--- config.mk ---
export PLATFORM = sky130hd
export DESIGN_NAME = reset_sequencer_flat
export DESIGN_NICKNAME = d
export VERILOG_FILES = /design/src/rtl/reset_sequencer_if.sv /design/src/rtl/reset_sequencer.sv /design/src/flat_wrapper.sv
export SDC_FILE = /design/constraint.sdc
export NUM_CORES = 1
export LEC_CHECK = 0
export CAP_MARGIN = 10
export CORE_UTILIZATION = 55
export DETAILED_ROUTE_END_ITERATION = 8
export PLACE_DENSITY = 0.78
export SLEW_MARGIN = 20
export SYNTH_ARGS = -nofsm -noshare
export SYNTH_HDL_FRONTEND = slang
export SYNTH_SLANG_ARGS = --single-unit
--- constraint.sdc ---
create_clock -name clk_25 -period 2.2 [get_ports clk_25]
set_input_delay 0.33 -clock clk_25 [delete_from_list [all_inputs] [get_ports clk_25]]
set_output_delay 0.33 -clock clk_25 [all_outputs]
set_load 0.01 [all_outputs]
--- src/rtl/reset_sequencer_if.sv ---
// Handshake bundle between the reset sequencer and the subsystems it releases.
// The sequencer drives the per-stage resets and status, and the subsystems return
// per-stage ready plus the software re-run request.
interface reset_sequencer_if #(
  parameter int NUM_STAGES = 4
);
  localparam int FSW = (NUM_STAGES > 2) ? $clog2(NUM_STAGES) : 1;

  logic                  sw_reset_req;
  logic [NUM_STAGES-1:0] stage_ready;
  logic [NUM_STAGES-1:0] stage_reset;
  logic                  all_ready;
  logic                  fault;
  logic [FSW-1:0]        fault_stage;

  modport master (
    input  sw_reset_req,
    input  stage_ready,
    output stage_reset,
    output all_ready,
    output fault,
    output fault_stage
  );

  modport slave (
    output sw_reset_req,
    output stage_ready,
    input  stage_reset,
    input  all_ready,
    input  fault,
    input  fault_stage
  );
endinterface

--- src/rtl/reset_sequencer.sv ---
// Releases subsystem resets one at a time in index order. Each released stage must
// report ready within a timeout, and must have settled for a minimum delay, before the
// next one is released. A missing or dropped ready puts every stage back into reset.
// One 8-bit timer is shared by the hold, settle and timeout phases.
module reset_sequencer #(
  parameter int NUM_STAGES  = 4,
  parameter int HOLD_CYCLES = 8,
  parameter int STAGE_DELAY = 16,
  parameter int TIMEOUT     = 64
) (
  input  logic               clk_25,
  input  logic               sys_reset,
  reset_sequencer_if.master  bus
);

  localparam int IW = (NUM_STAGES > 2) ? $clog2(NUM_STAGES) : 1;

  localparam logic [7:0]    HOLD_LAST  = 8'(HOLD_CYCLES - 1);
  localparam logic [7:0]    DELAY_LAST = 8'(STAGE_DELAY - 1);
  localparam logic [7:0]    TO_LAST    = 8'(TIMEOUT - 1);
  localparam logic [IW-1:0] LAST_IDX   = IW'(NUM_STAGES - 1);

  typedef enum logic [2:0] {
    ST_HOLD    = 3'd0,
    ST_RELEASE = 3'd1,
    ST_WAIT    = 3'd2,
    ST_RUN     = 3'd3,
    ST_FAULT   = 3'd4
  } state_t;

  state_t                state_q;
  logic [7:0]            timer_q;
  logic [IW-1:0]         idx_q;
  logic [NUM_STAGES-1:0] stage_reset_q;
  logic                  all_ready_q;
  logic                  fault_q;
  logic [IW-1:0]         fault_stage_q;

  logic [NUM_STAGES-1:0] verified_s;
  logic [NUM_STAGES-1:0] drop_mask_s;
  logic                  drop_any_s;
  logic [IW-1:0]         drop_idx_s;
  logic                  ready_cur_s;

  // Stages already acknowledged (below idx in WAIT, all in RUN) and the lowest one that lost ready.
  always_comb begin
    verified_s = '0;
    drop_idx_s = '0;
    for (int j = 0; j < NUM_STAGES; j++) begin
      verified_s[j] = (state_q == ST_RUN) || ((state_q == ST_WAIT) && (j < int'(idx_q)));
    end
    drop_mask_s = verified_s & ~bus.stage_ready;
    drop_any_s  = |drop_mask_s;
    for (int j = NUM_STAGES - 1; j >= 0; j--) begin
      if (drop_mask_s[j]) begin
        drop_idx_s = IW'(j);
      end else begin
        drop_idx_s = drop_idx_s;
      end
    end
    ready_cur_s = bus.stage_ready[idx_q];
  end

  // Sequencer FSM with registered per-stage resets and status outputs.
  always_ff @(posedge clk_25) begin
    if (sys_reset) begin
      state_q       <= ST_HOLD;
      timer_q       <= 8'd0;
      idx_q         <= '0;
      stage_reset_q <= '1;
      all_ready_q   <= 1'b0;
      fault_q       <= 1'b0;
      fault_stage_q <= '0;
    end else if (bus.sw_reset_req) begin
      state_q       <= ST_HOLD;
      timer_q       <= 8'd0;
      idx_q         <= '0;
      stage_reset_q <= '1;
      all_ready_q   <= 1'b0;
      fault_q       <= 1'b0;
      fault_stage_q <= '0;
    end else if (drop_any_s) begin
      state_q       <= ST_FAULT;
      timer_q       <= 8'd0;
      stage_reset_q <= '1;
      all_ready_q   <= 1'b0;
      fault_q       <= 1'b1;
      fault_stage_q <= drop_idx_s;
    end else begin
      case (state_q)
        ST_HOLD: begin
          if (timer_q == HOLD_LAST) begin
            state_q <= ST_RELEASE;
            timer_q <= 8'd0;
          end else begin
            timer_q <= timer_q + 8'd1;
          end
        end
        ST_RELEASE: begin
          stage_reset_q[idx_q] <= 1'b0;
          timer_q              <= 8'd0;
          state_q              <= ST_WAIT;
        end
        ST_WAIT: begin
          // A ready arriving on the timeout cycle still counts as success.
          if ((timer_q >= DELAY_LAST) && ready_cur_s) begin
            timer_q <= 8'd0;
            if (idx_q == LAST_IDX) begin
              state_q     <= ST_RUN;
              all_ready_q <= 1'b1;
            end else begin
              idx_q   <= idx_q + IW'(1);
              state_q <= ST_RELEASE;
            end
          end else if (timer_q == TO_LAST) begin
            state_q       <= ST_FAULT;
            timer_q       <= 8'd0;
            stage_reset_q <= '1;
            fault_q       <= 1'b1;
            fault_stage_q <= idx_q;
          end else begin
            timer_q <= timer_q + 8'd1;
          end
        end
        ST_RUN: begin
          state_q <= ST_RUN;
        end
        ST_FAULT: begin
          state_q       <= ST_FAULT;
          stage_reset_q <= '1;
        end
        default: begin
          state_q       <= ST_HOLD;
          timer_q       <= 8'd0;
          idx_q         <= '0;
          stage_reset_q <= '1;
          all_ready_q   <= 1'b0;
          fault_q       <= 1'b0;
          fault_stage_q <= '0;
        end
      endcase
    end
  end

  assign bus.stage_reset = stage_reset_q;
  assign bus.all_ready   = all_ready_q;
  assign bus.fault       = fault_q;
  assign bus.fault_stage = fault_stage_q;

endmodule

--- src/flat_wrapper.sv ---
// flat-port wrapper written by rule: the top's interface ports become plain ports
module reset_sequencer_flat 
#(
  parameter int NUM_STAGES  = 4,
  parameter int HOLD_CYCLES = 8,
  parameter int STAGE_DELAY = 16,
  parameter int TIMEOUT     = 64
)
  (clk_25, sys_reset, bus_sw_reset_req, bus_stage_ready, bus_stage_reset, bus_all_ready, bus_fault, bus_fault_stage);
  reset_sequencer_if #(.NUM_STAGES(NUM_STAGES)) bus_i ();
  input  logic clk_25;
  input  logic sys_reset;
  input wire logic [$bits(bus_i.sw_reset_req)-1:0] bus_sw_reset_req;
  input wire logic [$bits(bus_i.stage_ready)-1:0] bus_stage_ready;
  output wire logic [$bits(bus_i.stage_reset)-1:0] bus_stage_reset;
  output wire logic [$bits(bus_i.all_ready)-1:0] bus_all_ready;
  output wire logic [$bits(bus_i.fault)-1:0] bus_fault;
  output wire logic [$bits(bus_i.fault_stage)-1:0] bus_fault_stage;
  assign bus_i.sw_reset_req = bus_sw_reset_req;
  assign bus_i.stage_ready = bus_stage_ready;
  assign bus_stage_reset = bus_i.stage_reset;
  assign bus_all_ready = bus_i.all_ready;
  assign bus_fault = bus_i.fault;
  assign bus_fault_stage = bus_i.fault_stage;
  reset_sequencer #(.NUM_STAGES(NUM_STAGES), .HOLD_CYCLES(HOLD_CYCLES), .STAGE_DELAY(STAGE_DELAY), .TIMEOUT(TIMEOUT)) u_core (.clk_25(clk_25), .sys_reset(sys_reset), .bus(bus_i));
endmodule
==> results.sh, run 1 <==
export IMPL_nets=201
export IMPL_synth_edf_count=0
export IMPL_ff2ff_setup_slack_ns=0.15
export IMPL_via_per_inst=6.22
export IMPL_rsz0062_at_grt="no"
export IMPL_tns_ns=0
export IMPL_ios=15
export IMPL_dieArea_um2=2620
export IMPL_min_period_ns=2.05
export IMPL_cts_tree="done"
export IMPL_setup_viol_count_final=0
export IMPL_initial_core_util_pct=59.0
export IMPL_crit_type="reg -> reg"
export IMPL_dr_pass1_iters=4
export IMPL_postCtsSetupRepairBufs=0
export IMPL_io_buffers=14
export IMPL_route_met2_wl_um=1530
export IMPL_crit_path_start_kind="register"
export IMPL_synth_ff_type="dfxtp_1"
export IMPL_wl_um=3290
export IMPL_crit_fanout=6
export IMPL_crit_slowest_cell="dfxtp_1"
export IMPL_synth_xor_area_share_pct=1.97
export IMPL_synth_adder_area_share_pct=5.64
export IMPL_area_growth_pct=21.8
export IMPL_top_layer="met4"
export IMPL_hold_start="u_core.bus.stage_reset[3]$_SDFFE_PP1P_"
export IMPL_drv_slew=0
export IMPL_ys_types=55
export IMPL_min_period_over_period_pct=93.0
export IMPL_globalRoute_totalOverflow=0
export IMPL_p_per_area_nw_per_um2=388
export IMPL_core_area_um2=2250
export IMPL_skew_ns=0.00542
export IMPL_tightest_slew_ns=0.443
export IMPL_path_clk_slew_ns=0.14
export IMPL_cts_hold_buf=0
export IMPL_die_w_um=51.2
export IMPL_clk_path_buf_depth=2
export IMPL_cts_resized=0
export IMPL_cp_arrival_ns=2.30
export IMPL_clock_sinks=21
export IMPL_min_path_cells=1
export IMPL_crit_required_ns=2.46
export IMPL_clk_latency_ns=0.31
export IMPL_reg2reg_from="u_core.timer_q[0]$_SDFFE_PP0N_"
export IMPL_die_y_um=51.2
export IMPL_grt_pass1_wl_um=5600
export IMPL_worst_r2r_path_depth=6
export IMPL_synthSimpleGateAreaFrac_pct=27.8
export IMPL_grt_pass1_vias=1234
export IMPL_ys_seq_area_share_pct=31.6
export IMPL_wl_per_cell_um=15.3
export IMPL_place_inst=211
export IMPL_grt_total_usage_pct=28.5
export IMPL_hold_class="reg -> reg"
export IMPL_num_rows=17
export IMPL_ir_drop_uv=380
export IMPL_crit_path_end_kind="register"
export IMPL_syn_cell_area_um2=1330
export IMPL_synth_top_family_by_area="simple AND/OR/NAND/NOR gates"
export IMPL_grt_max_degree=14
export IMPL_drive_gt1_share_pct=15.0
export IMPL_hold_slack_ns=0.472
export IMPL_first_iter_violations=31
export IMPL_holdPathEnd="u_core.bus.stage_reset[3]$_SDFFE_PP1P_"
export IMPL_antenna_found_initial=0
export IMPL_maxSlewHeadroom_pct=70.4
export IMPL_fmax_mhz=489
export IMPL_vias=1338
export IMPL_synth_compound_area_share_pct=27.3
export IMPL_synth_async_reset_ratio_pct=0
export IMPL_syn_num_nets=174
export IMPL_ys_warnings_count=0
export IMPL_p_leak_nw=0.616
export IMPL_insertedDiodeCount=0
export IMPL_r2r_end="u_core.idx_q[0]$_SDFFE_PP0P_"
export IMPL_synthMuxAreaShare_pct=2.44
export IMPL_status="completed"
export IMPL_hold_viol=0
export IMPL_synth_seq_cells=21
export IMPL_cp_slowest_stage_delay_ns=0.41
export IMPL_root_buffer="clkbuf_4"
export IMPL_drt_met1_wl_um=1550
export IMPL_fill_cells=203
export IMPL_dp_hpwl_um=2510
export IMPL_htree_levels=1
export IMPL_layout_cells_non_filler=215
export IMPL_syn_area_per_cell_um2=8.27
export IMPL_cp_startpoint="u_core.timer_q[0]$_SDFFE_PP0N_"
export IMPL_wl_met3_um=175
export IMPL_cp_cell_sequence="ha_1, and3_1, nor2_1, or3b_1, nor4_1, a31o_2"
export IMPL_ant_nets=0
export IMPL_drc=0
export IMPL_drv_cap=0
export IMPL_netlist_instances=161
export IMPL_place_gp_congestion=0.957
export IMPL_cts_made_buffers=3
==> cell type report <==
class	count	area [um^2]	area share [%]
Tap cell	28	35.0	2.16
Multi-Input combinational cell	129	867	53.5
Timing Repair Buffer	29	253	15.6
Clock inverter	1	7.51	0.463
Inverter	4	15.0	0.926
Clock buffer	3	22.5	1.39
Sequential cell	21	422	26.0
==> cells by family after synthesis <==
group | after synthesis
flops | 21
xor+xnor | 3
buf+inv | 11
mux | 2
fa+ha+maj | 6
compound gates | 50
simple gates | 68
==> cells in the final DEF (no fill, tap or decap), types with 2 or more instances in the layout <==
cell type	n
a31o_2	2
o21a_1	3
dfxtp_1	20
xor2_1	2
clkdlybuf4s50_1	14
inv_1	4
nor3_1	4
nor2_1	16
a31oi_1	2
buf_4	15
o21ai_0	10
nand2_1	14
a21oi_1	5
a21o_1	6
nand3_1	6
nor2b_1	2
ha_1	6
and3_1	3
clkbuf_4	3
a32oi_1	2
o21bai_1	2
nand2b_1	6
nor4_1	4
a211o_1	2
o31ai_1	2
or3b_1	2
==> report_power, final <==
| group | total, mW | switching, mW | internal [mW] |
|---|---|---|---|
| Sequential | 0.384 | 0.00194 | 0.382 |
| Combinational | 0.0456 | 0.0199 | 0.0257 |
| Clock | 0.200 | 0.131 | 0.0691 |
| Total | 0.630 | 0.153 | 0.477 |
==> metal layers <==
metal / up-vias / GRT usage [%]
li1: 654 / -
met1: 635 / 40.0
met2: 43 / 46.3
met3: 6 / 3.57
met4: 0 / 6.48
met5: - / 0
==> synth_stat cells (all sizes together), types with 3 or more instances <==
master | instances | area share (%)
inv | 4 | 1.1
nor3 | 4 | 1.5
and3 | 3 | 1.4
nand3 | 6 | 2.3
a21oi | 6 | 2.5
nor2 | 16 | 4.5
o21ai | 10 | 3.8
dfxtp | 21 | 32
o21a | 3 | 1.7
nor4 | 5 | 3.5
clkbuf | 5 | 1.5
a21o | 6 | 3.4
nand2 | 14 | 3.9
nand2b | 6 | 2.8
ha | 6 | 5.6
==> worst max-delay path: cells and delay by family (launching register included) <==
family	cells	cell delay, ns
AO/OA/AOI/OAI	1	0.16
adder cells (fa/ha/maj)	1	0.28
flip-flops	1	0.41
AND/OR/NAND/NOR	4	1.14
==> state kept, by name, summed over array words and instances, names as in the netlist <==
register	flops
u_core.state_q	3
u_core.bus.all_ready	1
u_core.timer_q	8
u_core.bus.fault	1
u_core.bus.fault_stage	2
u_core.bus.stage_reset	4
u_core.idx_q	2
==> how the worst max path moves through the flow <==
stage / end / depth (start not counted)
after floorplan: u_core.bus.fault_stage[1]$_SDFFE_PP0P_ / 5
after global placement: u_core.bus.fault_stage[1]$_SDFFE_PP0P_ / 6
after detailed placement: u_core.bus.fault_stage[1]$_SDFFE_PP0P_ / 6
after CTS: u_core.bus.fault_stage[1]$_SDFFE_PP0P_ / 5
after global routing: u_core.idx_q[0]$_SDFFE_PP0P_ / 6
final: u_core.idx_q[0]$_SDFFE_PP0P_ / 6
==> metrics by stage <==
stage	instance area [um^2]	utilization [%]	setup WS, ns	power, mW
after floorplan	1330	-	0.237	0.411
after global placement	1590	70.5	-0.0653	0.436
after detailed placement	1590	70.5	-0.122	0.438
after CTS	1620	71.9	0.118	0.633
after global routing	1620	71.9	0.0223	0.656
final	1620	71.9	0.155	0.630
(Power assumes the default switching activity.)
==> run 2, diff against run 1 <==
- CORE_ASPECT_RATIO: unset -> 1.2
- CTS_BUF_LIST: unset -> sky130_fd_sc_hd__clkbuf_4 sky130_fd_sc_hd__clkbuf_8 sky130_fd_sc_hd__clkbuf_16
- PLACE_DENSITY: 0.78 -> 0.85
==> run 2 against run 1 <==
Wire length is 3.9% higher. Design area is 0.46% higher. Clock power hardly changed. Critical path type unchanged. Total power is 0.30% lower. Largest power group unchanged. Worst hold slack better by 0.00091 ns. Non-clock buffer count is 1 higher. Core utilization is 0.54 points lower. First-iteration DRC count is 97% higher. Clock skew is 0.0012 ns higher. Register-to-register slack worse by 0.02 ns.
==> results.sh, run 2 (same netlist as run 1, synthesis figures left out) <==
export IMPL_cts_hold_buf=0
export IMPL_ant_nets=0
export IMPL_grt_pass1_vias=1363
export IMPL_crit_fanout=5
export IMPL_dieArea_um2=2620
export IMPL_wl_um=3420
export IMPL_p_per_area_nw_per_um2=385
export IMPL_antenna_found_initial=0
export IMPL_grt_pass1_wl_um=5660
export IMPL_drv_cap=0
export IMPL_final_area_um2=1630
export IMPL_utilization_pct=71.4
export IMPL_path_clk_slew_ns=0.13
export IMPL_p_total_mw=0.628
export IMPL_crit_slowest_cell="mux4_2"
export IMPL_seqPwrFrac_pct=61.2
export IMPL_first_iter_violations=61
export IMPL_root_buffer="clkbuf_4"
export IMPL_globalRoute_totalOverflow=0
export IMPL_setup_ws_ns=0.135
export IMPL_area_growth_pct=22.4
export IMPL_hold_slack_ns=0.473
export IMPL_rsz0062_at_grt="no"
export IMPL_die_y_um=55.9
export IMPL_drv_slew=0
export IMPL_crit_path_end_kind="register"
export IMPL_wl_per_cell_um=15.6
export IMPL_fill_cells=185
export IMPL_multi_input_area_um2=867
export IMPL_power_switching_mw=0.153
export IMPL_place_inst=215
export IMPL_core_area_um2=2280
export IMPL_cp_slowest_stage_delay_ns=0.63
export IMPL_min_period_ns=2.07
export IMPL_largest_register_ffs=8
export IMPL_htree_levels=1
export IMPL_crit_type="reg -> reg"
export IMPL_fmax_mhz=484
export IMPL_nets=202
export IMPL_worst_path_buf_inv=0
export IMPL_combPwrFrac_pct=7.1
export IMPL_initial_core_util_pct=58.3
export IMPL_drc=0
export IMPL_insertedDiodeCount=0
export IMPL_dr_pass1_iters=6
export IMPL_vias=1371
export IMPL_num_rows=19
export IMPL_maxSlewHeadroom_pct=68.1
export IMPL_tns_ns=0
export IMPL_cp_arrival_ns=2.29
export IMPL_die_w_um=46.9
export IMPL_ios=15
export IMPL_regMostFlops="u_core.timer_q"
export IMPL_final_cell_mix="dfxtp_1, nor2_1, buf_4"
export IMPL_place_gp_congestion=0.867
export IMPL_via_per_inst=6.26
export IMPL_crit_path_start_kind="register"
export IMPL_hold_viol=0
export IMPL_power_share_switching_pct=24.3
export IMPL_cp_cell_sequence="mux4_2, o41a_1, and2_0, a31oi_1, a211oi_1"
export IMPL_skew_ns=0.00659
export IMPL_dp_slack_ns=-0.118
export IMPL_grt_max_degree=14
export IMPL_layout_cells_non_filler=219
export IMPL_pwr_share_clk_pct=31.7
export IMPL_cts_made_buffers=3
export IMPL_clk_latency_ns=0.32
export IMPL_final_common_cell="dfxtp_1"
export IMPL_p_int_mw=0.475
export IMPL_grt_total_usage_pct=28.6
export IMPL_min_period_over_period_pct=93.9
export IMPL_p_leak_nw=0.624
export IMPL_cts_tree="done"
export IMPL_crit_required_ns=2.43
export IMPL_seqCellArea_um2=420
export IMPL_drive_gt1_share_pct=14.9
export IMPL_setup_viol_count_final=0
export IMPL_dp_hpwl_um=2520
export IMPL_cp_top_family="compound AO/OA/AOI/OAI gates"
export IMPL_clk_path_buf_depth=2
export IMPL_io_buffers=14
export IMPL_status="completed"
export IMPL_ir_drop_uv=336
export IMPL_cts_resized=0
export IMPL_postCtsSetupRepairBufs=0
export IMPL_clock_sinks=21
export IMPL_placed_area_um2=1600
export IMPL_tightest_slew_ns=0.475
export IMPL_hold_class="reg -> reg"
## run 2: routing by layer
layer | part of all wire, % | routed length (um) | vias up | global-route usage, %
met1 | 40 | 1370 | 643 | 33.3
met5 | 0 | 0 | - | 0
met4 | 2.4 | 82 | 0 | 14.7
met3 | 4.7 | 159 | 13 | 4.87
li1 | - | - | 656 | -
met2 | 53 | 1800 | 59 | 47.6
## run 2: power by group through the flow
stage / clock network (mW) / logic (mW) / registers (mW)
6_report: 0.199 / 0.0445 / 0.384
4_1_cts: 0.196 / 0.0442 / 0.384
3_3_place_gp: 0 / 0.0417 / 0.392
3_5_place_dp: 0 / 0.0440 / 0.392
2_1_floorplan: 0 / 0.0193 / 0.392
5_1_grt: 0.214 / 0.0480 / 0.384
## run 2: final cells by class
type	count	area share [%]
multi-input combinational	129	53.2
sequential	21	25.8
timing repair buffer	30	16.0
tap	31	2.38
clock buffer	3	1.38
inverter	4	0.922
clock inverter	1	0.307
## run 2: path summary, 6_finish.rpt
check                                              start                                     end  slack, ns  depth (start not counted)
setup / recovery            u_core.idx_q[0]$_SDFFE_PP0P_  u_core.bus.fault_stage[1]$_SDFFE_PP0P_       0.13                          5
hold / removal    u_core.bus.stage_reset[3]$_SDFFE_PP1P_  u_core.bus.stage_reset[3]$_SDFFE_PP1P_       0.47                          1
setup reg to reg            u_core.idx_q[0]$_SDFFE_PP0P_  u_core.bus.fault_stage[1]$_SDFFE_PP0P_       0.13                          5
hold reg to reg   u_core.bus.stage_reset[3]$_SDFFE_PP1P_  u_core.bus.stage_reset[3]$_SDFFE_PP1P_       0.47                          1
## run 2: worst register-to-register path, delay by kind of cell (launching register included)
kind | cells | cell delay (ns)
flip-flops | 1 | 0.46
multiplexers | 1 | 0.63
AO/OA/AOI/OAI | 3 | 0.71
AND/OR/NAND/NOR | 1 | 0.17
==> run 3, diff against run 2 <==
- CORE_ASPECT_RATIO: 1.2 -> unset
==> run 3 against run 2 <==
Maximum frequency is 3.1% higher. Setup slack better by 0.063 ns. Combinational power is 2% higher. Clock-buffer cell count stayed put. Clock power is 2% lower. Register-to-register slack better by 0.06 ns. Non-clock buffer count is 1 lower. Via count is 1.5% lower. First-iteration DRC count is 11% higher. Design area is 0.61% lower. Core utilization is 0.43 points higher. Total power is 0.55% lower. Critical endpoint unchanged. Largest power group unchanged.
==> results.sh, run 3 (same netlist as run 1, synthesis figures left out) <==
export IMPL_status="completed"
export IMPL_layout_cells_non_filler=215
export IMPL_power_switching_mw=0.148
export IMPL_largest_register_ffs=8
export IMPL_seqPwrFrac_pct=61.5
export IMPL_p_int_mw=0.476
export IMPL_via_per_inst=6.28
export IMPL_reg2reg_from="u_core.idx_q[0]$_SDFFE_PP0P_"
export IMPL_root_buffer="clkbuf_4"
export IMPL_crit_type="reg -> reg"
export IMPL_ios=15
export IMPL_seqCellArea_um2=422
export IMPL_utilization_pct=71.8
export IMPL_ff2ff_setup_slack_ns=0.20
export IMPL_hold_viol=0
export IMPL_holdPathEnd="u_core.bus.stage_reset[0]$_SDFFE_PP1P_"
export IMPL_dieArea_um2=2620
export IMPL_pwr_share_clk_pct=31.2
export IMPL_cts_made_buffers=3
export IMPL_tightest_slew_ns=0.446
export IMPL_place_gp_congestion=0.940
export IMPL_p_leak_nw=0.619
export IMPL_min_period_over_period_pct=91.0
export IMPL_clk_path_buf_depth=2
export IMPL_cp_startpoint="u_core.idx_q[0]$_SDFFE_PP0P_"
export IMPL_final_common_cell="dfxtp_1"
export IMPL_drv_slew=0
export IMPL_die_w_um=51.2
export IMPL_p_per_area_nw_per_um2=386
export IMPL_ir_drop_uv=347
export IMPL_drc=0
export IMPL_clk_latency_ns=0.32
export IMPL_grt_total_usage_pct=28.9
export IMPL_initial_core_util_pct=59.0
export IMPL_wl_per_cell_um=15.4
export IMPL_crit_required_ns=2.42
export IMPL_first_iter_violations=68
export IMPL_crit_fanout=5
export IMPL_fmax_mhz=499
export IMPL_rsz0062_at_grt="no"
export IMPL_area_growth_pct=21.6
export IMPL_multi_input_area_um2=867
export IMPL_tns_ns=0
export IMPL_final_cell_mix="dfxtp_1, nor2_1, buf_4"
export IMPL_skew_ns=0.0132
export IMPL_drv_cap=0
export IMPL_wl_um=3320
export IMPL_hold_class="reg -> reg"
export IMPL_dr_pass1_iters=4
export IMPL_grt_pass1_vias=1310
export IMPL_vias=1350
export IMPL_place_inst=211
export IMPL_dp_hpwl_um=2550
export IMPL_grt_pass1_wl_um=5660
export IMPL_io_buffers=14
export IMPL_setup_viol_count_final=0
export IMPL_globalRoute_totalOverflow=0
export IMPL_power_share_switching_pct=23.8
export IMPL_ant_nets=0
export IMPL_antenna_found_initial=0
export IMPL_cts_tree="done"
export IMPL_maxSlewHeadroom_pct=70.2
export IMPL_htree_levels=1
export IMPL_worst_r2r_path_depth=5
export IMPL_regMostFlops="u_core.timer_q"
export IMPL_crit_path_start_kind="register"
export IMPL_die_y_um=51.2
export IMPL_insertedDiodeCount=0
export IMPL_r2r_end="u_core.bus.fault_stage[1]$_SDFFE_PP0P_"
export IMPL_hold_start="u_core.bus.stage_reset[0]$_SDFFE_PP1P_"
export IMPL_drive_gt1_share_pct=15.0
export IMPL_core_area_um2=2250
export IMPL_path_clk_slew_ns=0.13
export IMPL_combPwrFrac_pct=7.3
export IMPL_nets=201
export IMPL_min_path_cells=1
export IMPL_grt_max_degree=14
export IMPL_clock_sinks=21
export IMPL_crit_path_end_kind="register"
export IMPL_placed_area_um2=1590
export IMPL_min_period_ns=2.00
export IMPL_num_rows=17
export IMPL_cp_arrival_ns=2.22
export IMPL_final_area_um2=1620
export IMPL_fill_cells=177
run 3: power groups by stage:
stage               combinational [mW]  clock, mW  sequential (mW)
floorplan                       0.0193          0            0.392
global placement                0.0433          0            0.392
detailed placement              0.0449          0            0.392
CTS                             0.0449      0.201            0.384
global route                    0.0496      0.216            0.384
finish                          0.0454      0.195            0.384
run 3: how the worst max path moves through the flow:
stage	endpoint	slack [ns]	cells past startpoint
6_report	u_core.bus.fault_stage[1]$_SDFFE_PP0P_	0.20	5
5_1_grt	u_core.timer_q[4]$_SDFFE_PP0N_	0.06	8
4_1_cts	u_core.bus.fault_stage[0]$_SDFFE_PP0P_	0.15	7
3_5_place_dp	u_core.bus.fault_stage[1]$_SDFFE_PP0P_	-0.11	6
3_3_place_gp	u_core.bus.fault_stage[1]$_SDFFE_PP0P_	-0.07	6
2_1_floorplan	u_core.bus.fault_stage[1]$_SDFFE_PP0P_	0.24	5
run 3: routing by layer:
| layer | GRT usage [%] | wire (um) |
|---|---|---|
| met1 | 35.3 | 1430 |
| met2 | 48.7 | 1620 |
| met3 | 4.17 | 156 |
| met4 | 15.3 | 108 |
| met5 | 0 | 0 |
run 3: through the flow:
step	hold slack [ns]	total power, mW	setup slack (ns)
after floorplan	0.432	0.411	0.237
after detailed placement	0.440	0.437	-0.114
final	0.464	0.624	0.197
after global placement	0.435	0.435	-0.0688
after CTS	0.469	0.630	0.151
after global routing	0.479	0.650	0.0610
run 3: final cells by class:
cell class / instances / area share (%)
multi-input cells: 129 / 53.6
flip-flops and latches: 21 / 26.0
repair buffers: 29 / 15.6
well taps: 28 / 2.16
clock buffers: 3 / 1.39
inverters: 4 / 0.927
clock inverters: 1 / 0.309
run 3: repair_timing:
action                                  CTS  global route
setup buffers                             0             0
gates resized for setup                   0             1
hold buffers                              0             0
endpoints found under the setup margin    0             1
run 3: worst max-delay path: stages, from the launching register on:
cell and delay (ns):
dfxtp_1 0.42, mux4_2 0.61, o41a_1 0.48, and2_0 0.17
a31oi_1 0.15, a211oi_1 0.09
